### config.mk
export PLATFORM = sky130hd
export DESIGN_NAME = usb_in_ep_scheduler
export DESIGN_NICKNAME = d
export VERILOG_FILES = /design/src/rtl/usb_in_ep_scheduler.sv
export SDC_FILE = /design/constraint.sdc
export NUM_CORES = 1
export LEC_CHECK = 0
export BUFFER_PORTS_ARGS = -buffer_cell sky130_fd_sc_hd__buf_2
export CELL_PAD_IN_SITES_DETAIL_PLACEMENT = 1
export CELL_PAD_IN_SITES_GLOBAL_PLACEMENT = 2
export CORE_AREA = 2 2 114 116
export CTS_BUF_LIST = sky130_fd_sc_hd__clkbuf_4
export CTS_CLUSTER_DIAMETER = 40
export DETAILED_ROUTE_END_ITERATION = 16
export DIE_AREA = 0 0 116 118
export HOLD_SLACK_MARGIN = 0.12
export PLACE_DENSITY = 0.77
export SLEW_MARGIN = 0
export SYNTH_ARGS = -nofsm -noshare
export SYNTH_HDL_FRONTEND = slang
export SYNTH_SLANG_ARGS = --single-unit
### constraint.sdc
create_clock -name clk -period 3 [get_ports clk]
set_clock_uncertainty 0.1 [all_clocks]
set_input_delay 0.3 -clock clk [delete_from_list [all_inputs] [get_ports clk]]
set_output_delay 0.3 -clock clk [all_outputs]
set_load 0.005 [all_outputs]
### src/rtl/usb_in_ep_scheduler.sv
// rtl/usb_in_ep_scheduler.sv - round-robin scheduler sharing the USB IN transmitter among endpoints
module usb_in_ep_scheduler #(
  parameter int NUM_EP  = 4,
  parameter int MAX_PKT = 64,
  parameter int LW      = $clog2(MAX_PKT + 1),
  parameter int TIMEOUT = 255
) (
  input  logic                 clk,
  input  logic                 rst,
  input  logic                 usb_en,
  input  logic [NUM_EP-1:0]    ep_req,
  input  logic [NUM_EP*LW-1:0] ep_len,
  input  logic [NUM_EP*8-1:0]  ep_data,
  output logic [NUM_EP-1:0]    ep_gnt,
  output logic [NUM_EP-1:0]    ep_rd,
  output logic [NUM_EP-1:0]    ep_done,
  output logic                 ep_err,
  output logic                 tx_start,
  output logic [2:0]           tx_ep,
  output logic [LW-1:0]        tx_len,
  input  logic                 tx_rd,
  output logic [7:0]           tx_data,
  input  logic                 tx_done,
  output logic                 tx_abort,
  output logic                 busy
);

  localparam int            WW      = $clog2(TIMEOUT + 1);
  // The watchdog fires on the edge where it would reach TIMEOUT.
  localparam logic [WW-1:0] WD_LAST = WW'(TIMEOUT - 1);
  localparam logic [LW-1:0] CNT_MAX = '1;

  typedef enum logic [1:0] {S_IDLE, S_START, S_XFER, S_DONE} state_t;

  state_t              state_q;
  logic [NUM_EP-1:0]   gnt_q;
  logic [NUM_EP-1:0]   done_q;
  logic [2:0]          last_ep_q;
  logic [2:0]          tx_ep_q;
  logic [LW-1:0]       tx_len_q;
  logic [LW-1:0]       cnt_q;
  logic [WW-1:0]       wd_q;
  logic                ovr_q;
  logic                err_q;
  logic                start_q;
  logic                abort_q;

  logic [7:0]          req_pad;
  logic [3:0]          cand;
  logic                pick_found;
  logic [2:0]          pick_idx;
  logic [NUM_EP-1:0]   pick_oh;
  logic [LW-1:0]       pick_len;
  logic                in_xfer;
  logic                fwd;
  logic                ovr_d;
  logic [LW-1:0]       cnt_d;

  // Round-robin pick: first requester scanning upward from the endpoint after last_ep.
  always_comb begin
    req_pad    = 8'(ep_req);
    cand       = '0;
    pick_found = 1'b0;
    pick_idx   = '0;
    for (int k = 1; k <= NUM_EP; k++) begin
      cand = {1'b0, last_ep_q} + 4'(k);
      if (cand >= 4'(NUM_EP)) cand = cand - 4'(NUM_EP);
      if (!pick_found && req_pad[cand[2:0]]) begin
        pick_found = 1'b1;
        pick_idx   = cand[2:0];
      end
    end
  end

  // Byte accounting: forward pulls only while the packet still has bytes left.
  always_comb begin
    in_xfer = (state_q == S_XFER);
    fwd     = in_xfer && tx_rd && (cnt_q < tx_len_q);
    ovr_d   = ovr_q | (in_xfer && tx_rd && (cnt_q >= tx_len_q));
    cnt_d   = (in_xfer && tx_rd && (cnt_q != CNT_MAX)) ? cnt_q + 1'b1 : cnt_q;
  end

  // Per-endpoint slice steering for the pick (length) and the grant (data, pops).
  always_comb begin
    pick_oh  = '0;
    pick_len = '0;
    tx_data  = '0;
    ep_rd    = '0;
    for (int i = 0; i < NUM_EP; i++) begin
      if (pick_idx == 3'(i)) begin
        pick_oh[i] = 1'b1;
        pick_len   = ep_len[i*LW +: LW];
      end
      if (tx_ep_q == 3'(i)) begin
        tx_data  = ep_data[i*8 +: 8];
        ep_rd[i] = fwd;
      end
    end
  end

  // Packet FSM with registered strobes; ep_done/ep_err/tx_abort are visible during DONE.
  always_ff @(posedge clk) begin
    if (rst) begin
      state_q   <= S_IDLE;
      gnt_q     <= '0;
      done_q    <= '0;
      last_ep_q <= 3'(NUM_EP - 1);
      tx_ep_q   <= '0;
      tx_len_q  <= '0;
      cnt_q     <= '0;
      wd_q      <= '0;
      ovr_q     <= 1'b0;
      err_q     <= 1'b0;
      start_q   <= 1'b0;
      abort_q   <= 1'b0;
    end else begin
      start_q <= 1'b0;
      abort_q <= 1'b0;
      done_q  <= '0;
      err_q   <= 1'b0;
      case (state_q)
        S_IDLE: begin
          if (usb_en && pick_found) begin
            gnt_q    <= pick_oh;
            tx_ep_q  <= pick_idx;
            tx_len_q <= pick_len;
            cnt_q    <= '0;
            ovr_q    <= 1'b0;
            state_q  <= S_START;
          end
        end
        S_START: begin
          start_q <= 1'b1;
          wd_q    <= '0;
          state_q <= S_XFER;
        end
        S_XFER: begin
          cnt_q <= cnt_d;
          ovr_q <= ovr_d;
          if (tx_done) begin
            done_q  <= gnt_q;
            err_q   <= ovr_d | (cnt_d != tx_len_q);
            state_q <= S_DONE;
          end else if (tx_rd) begin
            wd_q <= '0;
          end else if (wd_q == WD_LAST) begin
            abort_q <= 1'b1;
            done_q  <= gnt_q;
            err_q   <= 1'b1;
            state_q <= S_DONE;
          end else begin
            wd_q <= wd_q + 1'b1;
          end
        end
        S_DONE: begin
          last_ep_q <= tx_ep_q;
          gnt_q     <= '0;
          state_q   <= S_IDLE;
        end
        default: state_q <= S_IDLE;
      endcase
    end
  end

  assign ep_gnt   = gnt_q;
  assign ep_done  = done_q;
  assign ep_err   = err_q;
  assign tx_start = start_q;
  assign tx_abort = abort_q;
  assign tx_ep    = tx_ep_q;
  assign tx_len   = tx_len_q;
  assign busy     = (state_q != S_IDLE);

endmodule

# --- Yosys cells after proc, flatten, opt, wreduce, memory -nomap -nowiden ---
# Index checks and enable logic that the tools add are counted.
op_classes:
  n_mul: 0
  n_shift: 0
  reduce_logical: 25
  n_div: 0
  n_addsub: 10
  n_mux: 59
  n_eq_ne: 17
  bitwise_logic: 3
  order_cmp: 10
ops:
  columns: ["operator", "n"]
  rows:
  - ["$mux 8", 7]
  - ["$mux 7", 6]
  - ["$mux 3", 8]
  - ["$mux 1", 21]
  - ["$ge 4x3->1 const B", 4]
  - ["$lt 3x4->1 const B", 4]
  - ["$mux 4", 4]
  - ["$pmux 8 s2", 1]
  - ["$pmux 7 s2", 1]
  - ["$bmux 1 s3", 4]
  - ["$eq 3x2->1 const B", 4]
  - ["$sub 3x3->3 const B", 4]
  - ["$add 3x2->4 const B", 2]
  - ["$add 8x1->8 const B", 1]
  - ["$eq 8x8->1 const B", 1]
  - ["$logic_and 1x1->1", 8]
  - ["$mux 2", 4]
  - ["$pmux 2 s4", 1]
  - ["$pmux 4 s2", 1]
  - ["$reduce_bool 2->1", 4]
  - ["$add 7x1->7 const B", 1]
  - ["$ge 7x7->1", 1]
  - ["$lt 7x7->1", 1]
  - ["$ne 7x7->1", 1]
  - ["19 further kinds", 30]
totals:
  ram_bits: 0
  latch_bits: 0
  inputBits: 69
  rom_bits: 0
  register_bits: 42
  memories: 0
  output_inout_bits: 34

# --- Logic depth before layout (Yosys ltp) ---
depth:
  ltp_word: 20
  mapped_depth: 14
  mapped_depth_nobuf: 9

# --- Least setup slack after synthesis ---
# No wires, ideal clock.
synth_timing:
  path_type: "register -> register"
  startpoint: "reg last_ep_q[0]"
  endpoint: "reg tx_len_q[4] (netlist: tx_len[4])"
  arrival_ps: 2607
  n_path_buf: 4
  stages_incl_launch_ff: 14
  period_less_slack_ps: 2824
  required_time_ps: 2784
  path_slack_ps: 176
  cell_sequence: "dfxtp_1 buf_6 inv_1 buf_2 ha_1 buf_2 mux2i_1 nor2_1 a21o_2 clkbuf_1 or4_1 o31ai_1 a211oi_1 o211a_1"
synth_via:
  elab_chain_len: 20
synth_lines:
  columns: ["item", "line", "rtl"]
  rows:
  - ["from (decl)", "38", "logic [2:0] last_ep_q;"]
  - ["from (signal assigned)", "107", "last_ep_q <= 3'(NUM_EP - 1);"]
  - ["from (signal assigned)", "156", "last_ep_q <= tx_ep_q;"]
  - ["$add 3x1->4", "66", "cand = {1'b0, last_ep_q} + 4'(k);"]
  - ["$ge 4x3->1 / $sub 3x3->3 (equally long branches)", "67", "if (cand >= 4'(NUM_EP)) cand = cand - 4'(NUM_EP);"]
  - ["$mux 3", "67", null]
  - ["$bmux 1 s3", "68", "if (!pick_found && req_pad[cand[2:0]]) begin"]
  - ["$mux 1 (implied by the code)", "68", null]
  - ["$mux 1", "68", null]
  - ["$logic_not 1->1", "68", null]
  - ["$logic_and 1x1->1", "68", null]
  - ["$mux 1", "68", null]
  - ["$logic_not 1->1", "68", null]
  - ["$logic_and 1x1->1", "68", null]
  - ["$mux 1", "68", null]
  - ["$logic_not 1->1", "68", null]
  - ["$logic_and 1x1->1", "68", null]
  - ["$mux 3", "68", null]
  - ["$logic_not 3->1", "90", "if (pick_idx == 3'(i)) begin"]
  - ["$mux 7 (4 in series)", "90", null]
  - ["to (signal assigned)", "126", "tx_len_q <= pick_len;"]
  - ["to (decl)", "40", "logic [LW-1:0] tx_len_q;"]
# Several ways; a longest one is shown, not always the timed one. The select of a mux whose other input is x is not followed.
# A chain may end at the register's enable or synchronous reset.

# --- Final worst setup path ---
layout_timing:
  startpoint: "reg tx_len_q[4] (netlist: tx_len[4])"
  endpoint: "out ep_rd[0]"
layout_via:
  elab_chain_len: 3
layout_lines:
  columns: ["item", "line", "rtl"]
  rows:
  - ["$lt 7x7->1", "78", "fwd = in_xfer && tx_rd && (cnt_q < tx_len_q);"]
  - ["$logic_and 1x1->1", "78", null]
  - ["$mux 1", "94", "if (tx_ep_q == 3'(i)) begin"]
  - ["to (decl)", "15", "output logic [NUM_EP-1:0] ep_rd,"]
# Every way passes these cells.

==> results_dict.tcl <==
set metrics [dict create \
    end_kind "primary output" \
    drt_first_pass_iters 4 \
    reg2regPathDepth 9 \
    fp.dieW_um 116 \
    maxCapViolCount 0 \
    synth_area_leader_cell "dfxtp_1" \
    setup_viol 0 \
    clk_path_buf_depth 2 \
    antenna_found_initial 0 \
    worstMarginPinSlew_ns 0.699 \
    cp.required_ns 2.60 \
    synth_nets 478 \
    period_share_pct 93.2 \
    power.leakage_nw 1.76 \
    timing.rr.start "last_ep_q[1]$_SDFFE_PP1P_" \
    syn_area_sq_um 3300 \
    grt_overflow 0 \
    rsz0062_at_grt "false" \
    crit_top_cell "a21o_1" \
    cts.reportedPaths.clkPinSlew_ns 0.15 \
    diodes 0 \
    clock_latency_ns 0.36 \
    slew_viol_final 0 \
    start_util_pct 26.6 \
    power_per_cell_area_nw_per_um2 603 \
    fill_cells 1545 \
    drtIter0Drc 117 \
    r2r-end "tx_len[3]$_SDFFE_PP0P_" \
    hold_viol 0 \
    fin_cells 669 \
    cts_tree "built" \
    criticalPathCategory "flop to primary output" \
    nets 581 \
    rows 41 \
    worstPathMaxFanout 3 \
    cp.arrival_ns 2.39 \
    vdd_drop_max_uv 189 \
    hpwl_mm 8.69 \
    ant_nets 0 \
    cts-root-buf "clkbuf_4" \
    clock-sinks 42 \
    hold_path.class "input pin to flop" \
    slowest_delay_ns 0.40 \
    status "completed" \
    ys_types 62 \
    endpoint "ep_rd[0]" \
    start_kind "flop" \
    period_minus_slack_ns 2.79 \
    synth_area_leaders "dfxtp_1 25%, mux4_2 6.1%, ha_1 6.1%" \
    io_buffers 102 \
    routed_wl_mm 11.1 \
    dp.cells 655 \
    vias 3349 \
    grt_max_degree 30 \
    synth-seq-area-share_pct 25.5 \
    grt_pass1_vias 3538 \
    synthFlopType "dfxtp_1" \
    synthArstFlopShare_pct 0 \
    postSynthCellCount 393 \
    die_y_um 118 \
    holdWs_ns 0.180 \
    crit_chain "inv_1, ha_1, a21o_1, a21o_1, a211oi_2, nor3b_4, nor3b_1, buf_2" \
    drive_gt1_share_pct 31.6 \
    setup-tns-final_ns 0 \
    num_io_pins 103 \
    drc_errors 0 \
    relSlewSlack_pct 53.3 \
    cp_top_family "compound AO/OA/AOI/OAI gates" \
    yosysTopAreaCellShare_pct 25.5 \
    area_growth_pct 24.9 \
    fmax_mhz 358 \
    crit_cells 8 \
    ys_ff_latch 42 \
    core_sq_um 12400 \
    avgSynthCellArea_sq_um 8.40 \
    routedWlPerCell_um 16.5 \
    grt_pass1_wl_mm 18.1 \
    numCtsBuffers 5 \
    grtUsageTotal_pct 16.3 \
    dieArea_sq_um 13700 \
    gp_congestion 0.798 \
    routed_via_density 5.01 \
    synth_edf_count 0 \
    crit_buf_inv 2 \
    cp_slowest_cell "dfxtp_4" \
    startpoint "tx_len[4]$_SDFFE_PP0P_" \
    htreeDepth 2 \
    rrSetupSlack_ns 0.22 \
    yosys_warnings 0 \
]
[worst reg2reg max path: stages (launching register included)]
cell and delay, ns:
dfxtp_2 0.44, inv_1 0.11, ha_2 0.45, mux2i_1 0.27
a22o_1 0.20, o21a_1 0.27, a21oi_1 0.17, a21oi_4 0.27
mux2i_1 0.29, a211oi_2 0.09
[final cells by class]
class	instances	area [sq um]	area share, %
clock buffers	6	45.0	1.09
clock inverters	2	12.5	0.303
inverters	19	71.3	1.73
multi-input cells	309	2280	55.4
flip-flops and latches	42	846	20.5
well taps	172	215	5.22
repair buffers	119	651	15.8
[power by group]
group	switching, W	internal (W)	total, W
combinational	0.000793	0.000638	0.00143
sequential	0.000109	0.000641	0.000750
clock	0.000204	0.000102	0.000306
[cells in the final DEF (no fill, tap or decap), types with 12 or more instances in the layout]
cell type,netlist,layout
a21oi_1,26,26
buf_4,1,14
nor2b_1,16,16
buf_2,4,102
inv_1,19,19
dfxtp_1,42,40
nand2_1,29,29
nor2_1,29,29
ha_1,16,15
mux2i_1,12,12
nand3_1,13,13
[Yosys cell counts, drive strengths merged (3+ instances only)]
cell type / n
nand4: 9
or3: 10
dfxtp: 42
nor3b: 7
o211a: 3
o31ai: 4
nand2: 29
and2: 8
clkbuf: 13
ha: 16
mux2i: 12
o21ai: 18
nor4: 6
mux4: 9
or4: 4
a21o: 4
nor2b: 16
o32ai: 3
a21oi: 29
nand3: 13
buf: 10
a31oi: 3
a31o: 3
nor2: 30
xnor2: 7
nand2b: 4
nor3: 7
a211oi: 11
inv: 19
xor2: 10
o211ai: 3
and3: 9
[sequential cells by signal (all words and copies together) (netlist names)]
register / flops
cnt_q: 7
ep_done: 4
ep_err: 1
ep_gnt: 4
last_ep_q: 3
ovr_q: 1
state_q: 2
tx_abort: 1
tx_ep: 3
tx_len: 7
tx_start: 1
wd_q: 8
[timing repair]
item	CTS	global route
hold buffers	1	0
endpoints found under the hold margin	1	0
gates resized for setup	2	7
buffers inserted	0	5
pin swaps	0	2
setup endpoints to repair	4	16
[cells by family after synthesis]
group           count (synthesis)  share of synthesized area [%]
mux                            23                           10.6
compound gates                 96                           21.9
flops                          42                           25.5
xor+xnor                       17                           4.51
buf+inv                        42                           5.95
fa+ha+maj                      16                           6.06
simple gates                  157                           25.6
[worst min path at each step]
stage	from	slack, ns	end	cells after the start
floorplan	tx_done	0.28	tx_abort$_SDFF_PP0_	1
global placement	ovr_q$_SDFFE_PP0P_	0.37	ovr_q$_SDFFE_PP0P_	2
detailed placement	ep_gnt[3]$_SDFFE_PP0P_	0.38	ep_gnt[3]$_SDFFE_PP0P_	2
CTS	tx_rd	0.15	tx_abort$_SDFF_PP0_	3
global route	tx_rd	0.17	tx_abort$_SDFF_PP0_	3
finish	tx_rd	0.18	tx_abort$_SDFF_PP0_	3
[metrics by stage]
stage	cell area (sq um)	util, %	worst slack (ns)	total power, W
after global routing	4130	33.2	0.00283	0.00270
after floorplan	3300	-	0.176	0.00167
after detailed placement	3990	32.1	0.0585	0.00214
after global placement	3990	32.1	0.189	0.00210
after CTS	4060	32.7	0.0212	0.00246
final	4130	33.2	0.205	0.00249
[per-layer routing]
metal  routed length, um  track usage (%)
met3                 372             2.01
met2                5560             28.7
met5                   0                0
met4                  54             2.68
met1                5070             21.4
Note: power is estimated with default switching activity, not from simulation.
